===== src/rtl/serial_addsub_seq.sv =====
// serial_addsub_seq: word-serial add/subtract sequencer.
// One shared WIDTH-bit adder slice (invert-on-subtract plus a ripple-carry chain) processes a
// WIDTH*WORDS-bit operation one slice per cycle, LSB slice first, through a registered carry.
//
// Ports:
//   CLK     rising-edge clock
//   RESETN  asynchronous active-low reset
//   START   request pulse, sampled only in IDLE
//   SUB     0 = A+B, 1 = A-B, captured with the operands
//   A, B    N-bit operands, captured when START is accepted
//   BUSY    high in RUN and DONE
//   DONE    one-cycle pulse, result valid
//   O       N-bit result, holds until the next DONE
//   COUT    final carry; for subtraction 1 = no borrow (A >= B)
//   OVF     signed overflow (present only when SERIAL_ADDSUB_OVF_EN is defined)
//
// Optional feature macro: SERIAL_ADDSUB_OVF_EN
module serial_addsub_seq #(
    parameter int unsigned WIDTH = 2,
    parameter int unsigned WORDS = 4
) (
    input  logic                     CLK,
    input  logic                     RESETN,
    input  logic                     START,
    input  logic                     SUB,
    input  logic [WIDTH*WORDS-1:0]   A,
    input  logic [WIDTH*WORDS-1:0]   B,
    output logic                     BUSY,
    output logic                     DONE,
    output logic [WIDTH*WORDS-1:0]   O,
`ifdef SERIAL_ADDSUB_OVF_EN
    output logic                     COUT,
    output logic                     OVF
`else
    output logic                     COUT
`endif
);

    localparam int unsigned N    = WIDTH * WORDS;
    localparam int unsigned IdxW = (WORDS > 1) ? $clog2(WORDS) : 1;
    localparam logic [IdxW-1:0] LastIdx = IdxW'(WORDS - 1);

    typedef enum logic [1:0] {StIdle, StRun, StDone} state_t;

    state_t            state_q, state_d;
    logic [N-1:0]      a_q, a_d, b_q, b_d;
    logic              sub_q, sub_d;
    logic              carry_q, carry_d;
    logic [IdxW-1:0]   idx_q, idx_d;
    logic [N-1:0]      res_q, res_d;
    logic [N-1:0]      o_q, o_d;
    logic              cout_q, cout_d;

    logic [WIDTH-1:0]  slice_a, slice_b, slice_sum;
    logic              slice_cout;
`ifdef SERIAL_ADDSUB_OVF_EN
    logic              ovf_q, ovf_d;
    logic              slice_msb_cin;
`endif

    // Shared adder slice: operand B inverted for subtraction, carry-in seeded with SUB on accept.
    always_comb begin
        logic c;
        slice_a   = a_q[idx_q*WIDTH +: WIDTH];
        slice_b   = b_q[idx_q*WIDTH +: WIDTH] ^ {WIDTH{sub_q}};
        slice_sum = '0;
        c         = carry_q;
`ifdef SERIAL_ADDSUB_OVF_EN
        slice_msb_cin = 1'b0;
`endif
        for (int i = 0; i < WIDTH; i++) begin
`ifdef SERIAL_ADDSUB_OVF_EN
            if (i == WIDTH - 1) slice_msb_cin = c;
`endif
            slice_sum[i] = slice_a[i] ^ slice_b[i] ^ c;
            c = (slice_a[i] & slice_b[i]) | (slice_a[i] & c) | (slice_b[i] & c);
        end
        slice_cout = c;
    end

    always_comb begin
        state_d = state_q;
        a_d     = a_q;
        b_d     = b_q;
        sub_d   = sub_q;
        carry_d = carry_q;
        idx_d   = idx_q;
        res_d   = res_q;
        o_d     = o_q;
        cout_d  = cout_q;
`ifdef SERIAL_ADDSUB_OVF_EN
        ovf_d   = ovf_q;
`endif
        unique case (state_q)
            StIdle: begin
                if (START) begin
                    a_d     = A;
                    b_d     = B;
                    sub_d   = SUB;
                    carry_d = SUB;
                    idx_d   = '0;
                    state_d = StRun;
                end
            end
            StRun: begin
                res_d[idx_q*WIDTH +: WIDTH] = slice_sum;
                carry_d = slice_cout;
                if (idx_q == LastIdx) begin
                    // res_d already holds the final slice here.
                    o_d     = res_d;
                    cout_d  = slice_cout;
`ifdef SERIAL_ADDSUB_OVF_EN
                    ovf_d   = slice_msb_cin ^ slice_cout;
`endif
                    state_d = StDone;
                end else begin
                    idx_d = idx_q + IdxW'(1);
                end
            end
            StDone: state_d = StIdle;
            default: state_d = StIdle;
        endcase
    end

    always_ff @(posedge CLK or negedge RESETN) begin
        if (!RESETN) begin
            state_q <= StIdle;
            a_q     <= '0;
            b_q     <= '0;
            sub_q   <= 1'b0;
            carry_q <= 1'b0;
            idx_q   <= '0;
            res_q   <= '0;
            o_q     <= '0;
            cout_q  <= 1'b0;
`ifdef SERIAL_ADDSUB_OVF_EN
            ovf_q   <= 1'b0;
`endif
        end else begin
            state_q <= state_d;
            a_q     <= a_d;
            b_q     <= b_d;
            sub_q   <= sub_d;
            carry_q <= carry_d;
            idx_q   <= idx_d;
            res_q   <= res_d;
            o_q     <= o_d;
            cout_q  <= cout_d;
`ifdef SERIAL_ADDSUB_OVF_EN
            ovf_q   <= ovf_d;
`endif
        end
    end

    assign BUSY = (state_q != StIdle);
    assign DONE = (state_q == StDone);
    assign O    = o_q;
    assign COUT = cout_q;
`ifdef SERIAL_ADDSUB_OVF_EN
    assign OVF  = ovf_q;
`endif

endmodule

===== config.mk =====
export PLATFORM = sky130hd
export DESIGN_NAME = serial_addsub_seq
export DESIGN_NICKNAME = d
export VERILOG_FILES = /design/src/rtl/serial_addsub_seq.sv
export SDC_FILE = /design/constraint.sdc
export NUM_CORES = 1
export LEC_CHECK = 0
export CAP_MARGIN = 15
export CORE_ASPECT_RATIO = 0.5
export CORE_MARGIN = 2
export CORE_UTILIZATION = 30
export CTS_BUF_LIST = sky130_fd_sc_hd__clkbuf_8
export DETAILED_ROUTE_END_ITERATION = 8
export PLACE_DENSITY_LB_ADDON = 0.12
export SLEW_MARGIN = 20
export SYNTH_ARGS = -nofsm -noshare
export SYNTH_HDL_FRONTEND = slang
export SYNTH_SLANG_ARGS = --single-unit

===== constraint.sdc =====
create_clock -name CLK -period 3.55 [get_ports CLK]
set_input_delay 0.71 -clock CLK [delete_from_list [all_inputs] [get_ports CLK]]
set_output_delay 0.71 -clock CLK [all_outputs]
set_load 0.01 [all_outputs]

# [Word-level counts from Yosys, hierarchy flattened]
# Index checks and enable logic that the tools add are counted.
[word_totals] register_bits=39 output_inout_bits=11 elab_cells=53
[classes] add_sub_neg=2 n_eq_ne=6 shift=4 muxes=9 n_bitwise=15 reduce_logical=8
[ops] cell="negator 3 -> 34 bit" count=1
[ops] cell="variable shift 2 x 34 -> 8 bit (first input constant)" count=1
[ops] cell="variable part select 2 x 34 -> 8 bit" count=1
[ops] cell="variable part select 8 x 4 -> 2 bit" count=2
[ops] cell="bitwise mux 8 bit" count=1
[ops] cell="2-to-1 mux 2 bit" count=4
[ops] cell="case mux 2 bit (2 select lines)" count=2
[ops] cell="AND reduction 2 bit" count=4
[ops] cell="AND 1 bit" count=6
[ops] cell="inequality test 2 bit (second input constant)" count=3
[ops] cell="== test 2 bit (second input constant)" count=2
[ops] cell="bitwise OR 1 bit" count=4
[ops] cell="nonzero test 2 bit" count=2
[ops] cell="bitwise XOR 1 bit" count=4
[ops] cell="AND reduction 3 bit" count=1
[ops] cell="adder 2 x 1 -> 2 bit (second input constant)" count=1
[ops] cell="== test 2 x 1 -> 1 bit (second input constant)" count=1
[ops] cell="zero test 2 bit" count=1
[ops] cell="case mux 1 bit (2 select lines)" count=1
[ops] cell="bitwise XOR 2 bit" count=1
[ops] cell="2-to-1 mux 1 bit" count=1

# [Longest topological paths before layout]
[depth] word_depth=9 depth_mapped=9 ltp_nobuf=8

# [Worst setup path after synthesis]
# OpenSTA, ideal clock, no wires.
[synth_path] path_type="register to register" start="register idx_q[0]" end="register o_q[3], in the netlist O[3]" setup_ns=0.119 t_arrival_ns=2.451 required_ns=3.431 slack_ns=0.980 path_stages_with_launch=10 cell_sequence="dfrtp_1 > buf_2 > mux4_2 > xnor2_1 > fa_1 > inv_1 > fa_1 > inv_1 > o221ai_1 > o21a_1"
[synth_between] elab_chain_cells=8
[synth_rtl] item="start, declared" line="49" source="logic [IdxW-1:0] idx_q, idx_d;"
[synth_rtl] item="start signal, assigned" line="145" source="idx_q <= idx_d;"
[synth_rtl] item="variable part select 8 x 4 -> 2 bit" line="65" source="slice_b = b_q[idx_q*WIDTH +: WIDTH] ^ {WIDTH{sub_q}};"
[synth_rtl] item="bitwise XOR 2 bit" line="65"
[synth_rtl] item="AND 1 bit" line="76" source="c = (slice_a[i] & slice_b[i]) | (slice_a[i] & c) | (slice_b[i] & c);"
[synth_rtl] item="bitwise OR 1 bit (2 in a row)" line="76"
[synth_rtl] item="bitwise XOR 1 bit" line="75" source="slice_sum[i] = slice_a[i] ^ slice_b[i] ^ c;"
[synth_rtl] item="variable part select 2 x 34 -> 8 bit" line="106" source="res_d[idx_q*WIDTH +: WIDTH] = slice_sum;"
[synth_rtl] item="bitwise mux 8 bit" line="106"
[synth_rtl] item="end signal, assigned" line="134" source="o_q <= '0;"
[synth_rtl] item="end signal, assigned" line="147" source="o_q <= o_d;"
[synth_rtl] item="end, declared" line="51" source="logic [N-1:0] o_q, o_d;"
# Parallel ways exist; a longest one is shown, timed or not.
# A chain may end at the register's enable or synchronous reset.

# [Worst setup path after layout]
[layout_path] start="register idx_q[1]" end="register o_q[3], in the netlist O[3]"
# The elaborated chain is that of the path after synthesis.

==> flow_summary.toml <==
[clocking]
cts_hold_buf = 0
ctsLongestPathBuffers = 2
clk_latency_ns = 0.28
htree_levels = 2
root_buffer = "clkbuf_8"
cts_setup_buffers = 0
cts_buffers = 5
cts_tree = "done"
post_cts_resized = 0
cts_sinks = 39
clkSlewWorstSetupHoldPaths_ns = 0.07

[route]
drtIter0Drc = 55
routedWlPerCell_um = 13.5
vias = 1213
wirelength_um = 3660
route.detailed.drc = 0
drt_pass1_iterations = 4
vias_per_cell = 4.49
antenna_left = 0

[worst_setup_path]
crit_cells = 8
cp_top_family = "adder cells"
crit_slowest_cell = "dfrtp_1"
critical_path.max_stage_delay_ns = 0.53
cp-start-kind = "flop"
reg2regPathDepth = 8
crit_arrival_ns = 2.68
rrSetupSlack_ns = 1.04
crit_type = "flop to flop"
critPathRequiredTime_ns = 3.73
cp-end-kind = "flop"
crit_chain = "mux4_2 -> xnor2_1 -> fa_1 -> inv_1 -> fa_1 -> inv_1 -> o221ai_1 -> o21a_1"
path_buf_inv = 2
crit_path_max_fanout = 8

[cells_and_area]
area_growth_pct = 23.8
drive_gt1_share_pct = 20.3
fill_cells = 617
fin_nets = 209
diodes = 0

[synthesis]
synth_warnings = 0
synth-seq-cells = 39
synth-simple-area-share_pct = 12.1
ys_async_sr_fraction_pct = 100
synth_top_family_by_area = "multiplexers"
ys_seq_area_share_pct = 51.3
synth_ff_type = "dfrtp_1"
ys_types = 34
syn_area_per_cell_um2 = 12.9
syn_inst = 148
synth_edf_count = 0
syn_area_mm2 = 0.00190
synthMuxAreaShare_pct = 16.0
synth_fp_nets = 176
synth_compound_area_share_pct = 9.34
synth_xor_area_share_pct = 0.920
yosys.area_share.adder_pct = 6.05

[sta]
worst_pin_slew_ns = 0.898
setup_viol = 0
fmax_mhz = 399
setup_slack_ns = 1.04
drv_slew = 0
hold_violations = 0
rsz0062_at_grt = "no"
skew_ns = 0.00466
relSlewSlack_pct = 40.1
post-route-period-util_pct = 70.6
fin_setup_tns_ns = 0
period_needed_ns = 2.51

[grt]
grt_pass1_vias = 1245
busiest_layer = "met1"
grt_pass1_wl_um = 6290
grt_overflow = 0
gr-usage-met1_pct = 17.2
grt_max_degree = 40
grt.total_usage_pct = 12.2
met2_usage_pct = 16.6
antenna_found_initial = 0
grtUsageMet3_pct = 4.16

[floorplan]
coreArea_mm2 = 0.00611
boundaryPins = 31
dieArea_mm2 = 0.00704
initial_core_util_pct = 31.2
fp.dieH_um = 60.3
row_count = 20
die_x_um = 117

[placed_design]
port_buffers = 30
hpwl_um = 2630
place_ws_ns = 1.06
routabilityCongestion = 0.760

[worst_hold_path]
hp-class = "flop to flop"
hold_depth = 1

[job]
maxCapViolCount = 0

[power_and_ir_drop]
clkPwrFrac_pct = 12.1
power.static_leakage_uw = 0.000995
p_per_area_mw_per_mm2 = 984
p_seq_share_pct = 33.8
power_switching_uw = 897
intPower_uw = 1420
peakVddDrop_mv = 0.379
sw_frac_of_total_pct = 38.7
power_frac_comb_pct = 54.1

[outcome]
status = "finished clean"
through the flow:
| step | std cells | util [%] | power [µW] | area [µm²] | hold slack, ns |
|---|---|---|---|---|---|
| 6_report | 270 | 38.6 | 2320 | 2360 | 0.477 |
| 4_1_cts | 270 | 38.6 | 2370 | 2360 | 0.484 |
| 3_3_place_gp | 262 | 37.3 | 2070 | 2270 | 0.459 |
| 3_5_place_dp | 262 | 37.3 | 2070 | 2270 | 0.467 |
| 2_1_floorplan | 148 | - | 1670 | 1900 | 0.414 |
| 5_1_grt | 270 | 38.6 | 2520 | 2360 | 0.511 |
sequential cells by signal, summed over array words and instances (netlist names):
signal / count
COUT: 1
O: 8
a_q: 8
b_q: 8
carry_q: 1
idx_q: 2
res_q: 8
state_q: 2
sub_q: 1
cells in the mapped netlist (3+ instances only):
library cell / count / area, µm²
nor2b_1: 4 / 25.0
inv_1: 9 / 33.8
and4bb_2: 3 / 37.5
a32o_1: 3 / 30.0
a22o_1: 3 / 26.3
o21a_1: 3 / 22.5
a21oi_1: 6 / 30.0
nand2_1: 5 / 18.8
buf_2: 3 / 15.0
nand2b_1: 7 / 43.8
nor2_1: 8 / 30.0
mux4_2: 4 / 90.1
ha_1: 6 / 75.1
mux2_2: 19 / 214
a31oi_1: 3 / 18.8
dfrtp_1: 39 / 976
final timing paths:
path	startpoint	endpoint
max in group asynchronous	RESETN	res_q[3]
min reg2reg	res_q[2]	res_q[2]
min in group asynchronous	RESETN	a_q[1]
min	res_q[2]	res_q[2]
max	idx_q[1]	O[3]
max reg2reg	idx_q[1]	O[3]
layout by cell type (no fill, tap or decap), drive strengths merged:
cell,n
o21a,3
inv,11
a21oi,6
clkbuf,5
fa,2
and4bb,3
nand2b,7
or2,1
xnor2,1
dfrtp,39
and2b,1
a31oi,3
a22oi,1
nand3b,1
nor3b,2
a22o,3
nor3,2
nor2,8
mux2,19
and3b,1
nand2,5
mux4,4
clkinv,1
ha,6
buf,3
nor2b,4
o21ai,2
xor2,1
a21o,2
a32o,3
o221ai,2
nand4b,1
clkdlybuf4s50,29
power by group through the flow:
| stage | clock network, µW | logic [µW] | registers, µW |
|---|---|---|---|
| 2_1_floorplan | 0 | 886 | 780 |
| 3_3_place_gp | 0 | 1260 | 801 |
| 3_5_place_dp | 0 | 1270 | 799 |
| 4_1_cts | 296 | 1280 | 790 |
| 5_1_grt | 316 | 1390 | 822 |
| 6_report | 280 | 1250 | 784 |
area by class of cell:
class | count | area (µm²) | area share, %
repair buffers | 32 | 310 | 13.2
inverters | 9 | 33.8 | 1.43
clock buffers | 5 | 68.8 | 2.92
flip-flops and latches | 39 | 976 | 41.4
clock inverters | 3 | 12.5 | 0.531
multi-input cells | 94 | 845 | 35.8
well taps | 88 | 110 | 4.67
cell families after synthesis:
group / after synthesis
compound gates: 25
xor+xnor: 2
fa+ha+maj: 8
buf+inv: 15
flops: 39
mux: 23
simple gates: 36
routing by layer:
| layer | wire length (µm) | share of wire [%] |
|---|---|---|
| met5 | 0 | 0 |
| met4 | 40 | 1.1 |
| met3 | 171 | 4.7 |
| met2 | 1510 | 41 |
| met1 | 1930 | 53 |
No activity file was read; power rests on OpenSTA's default activity.
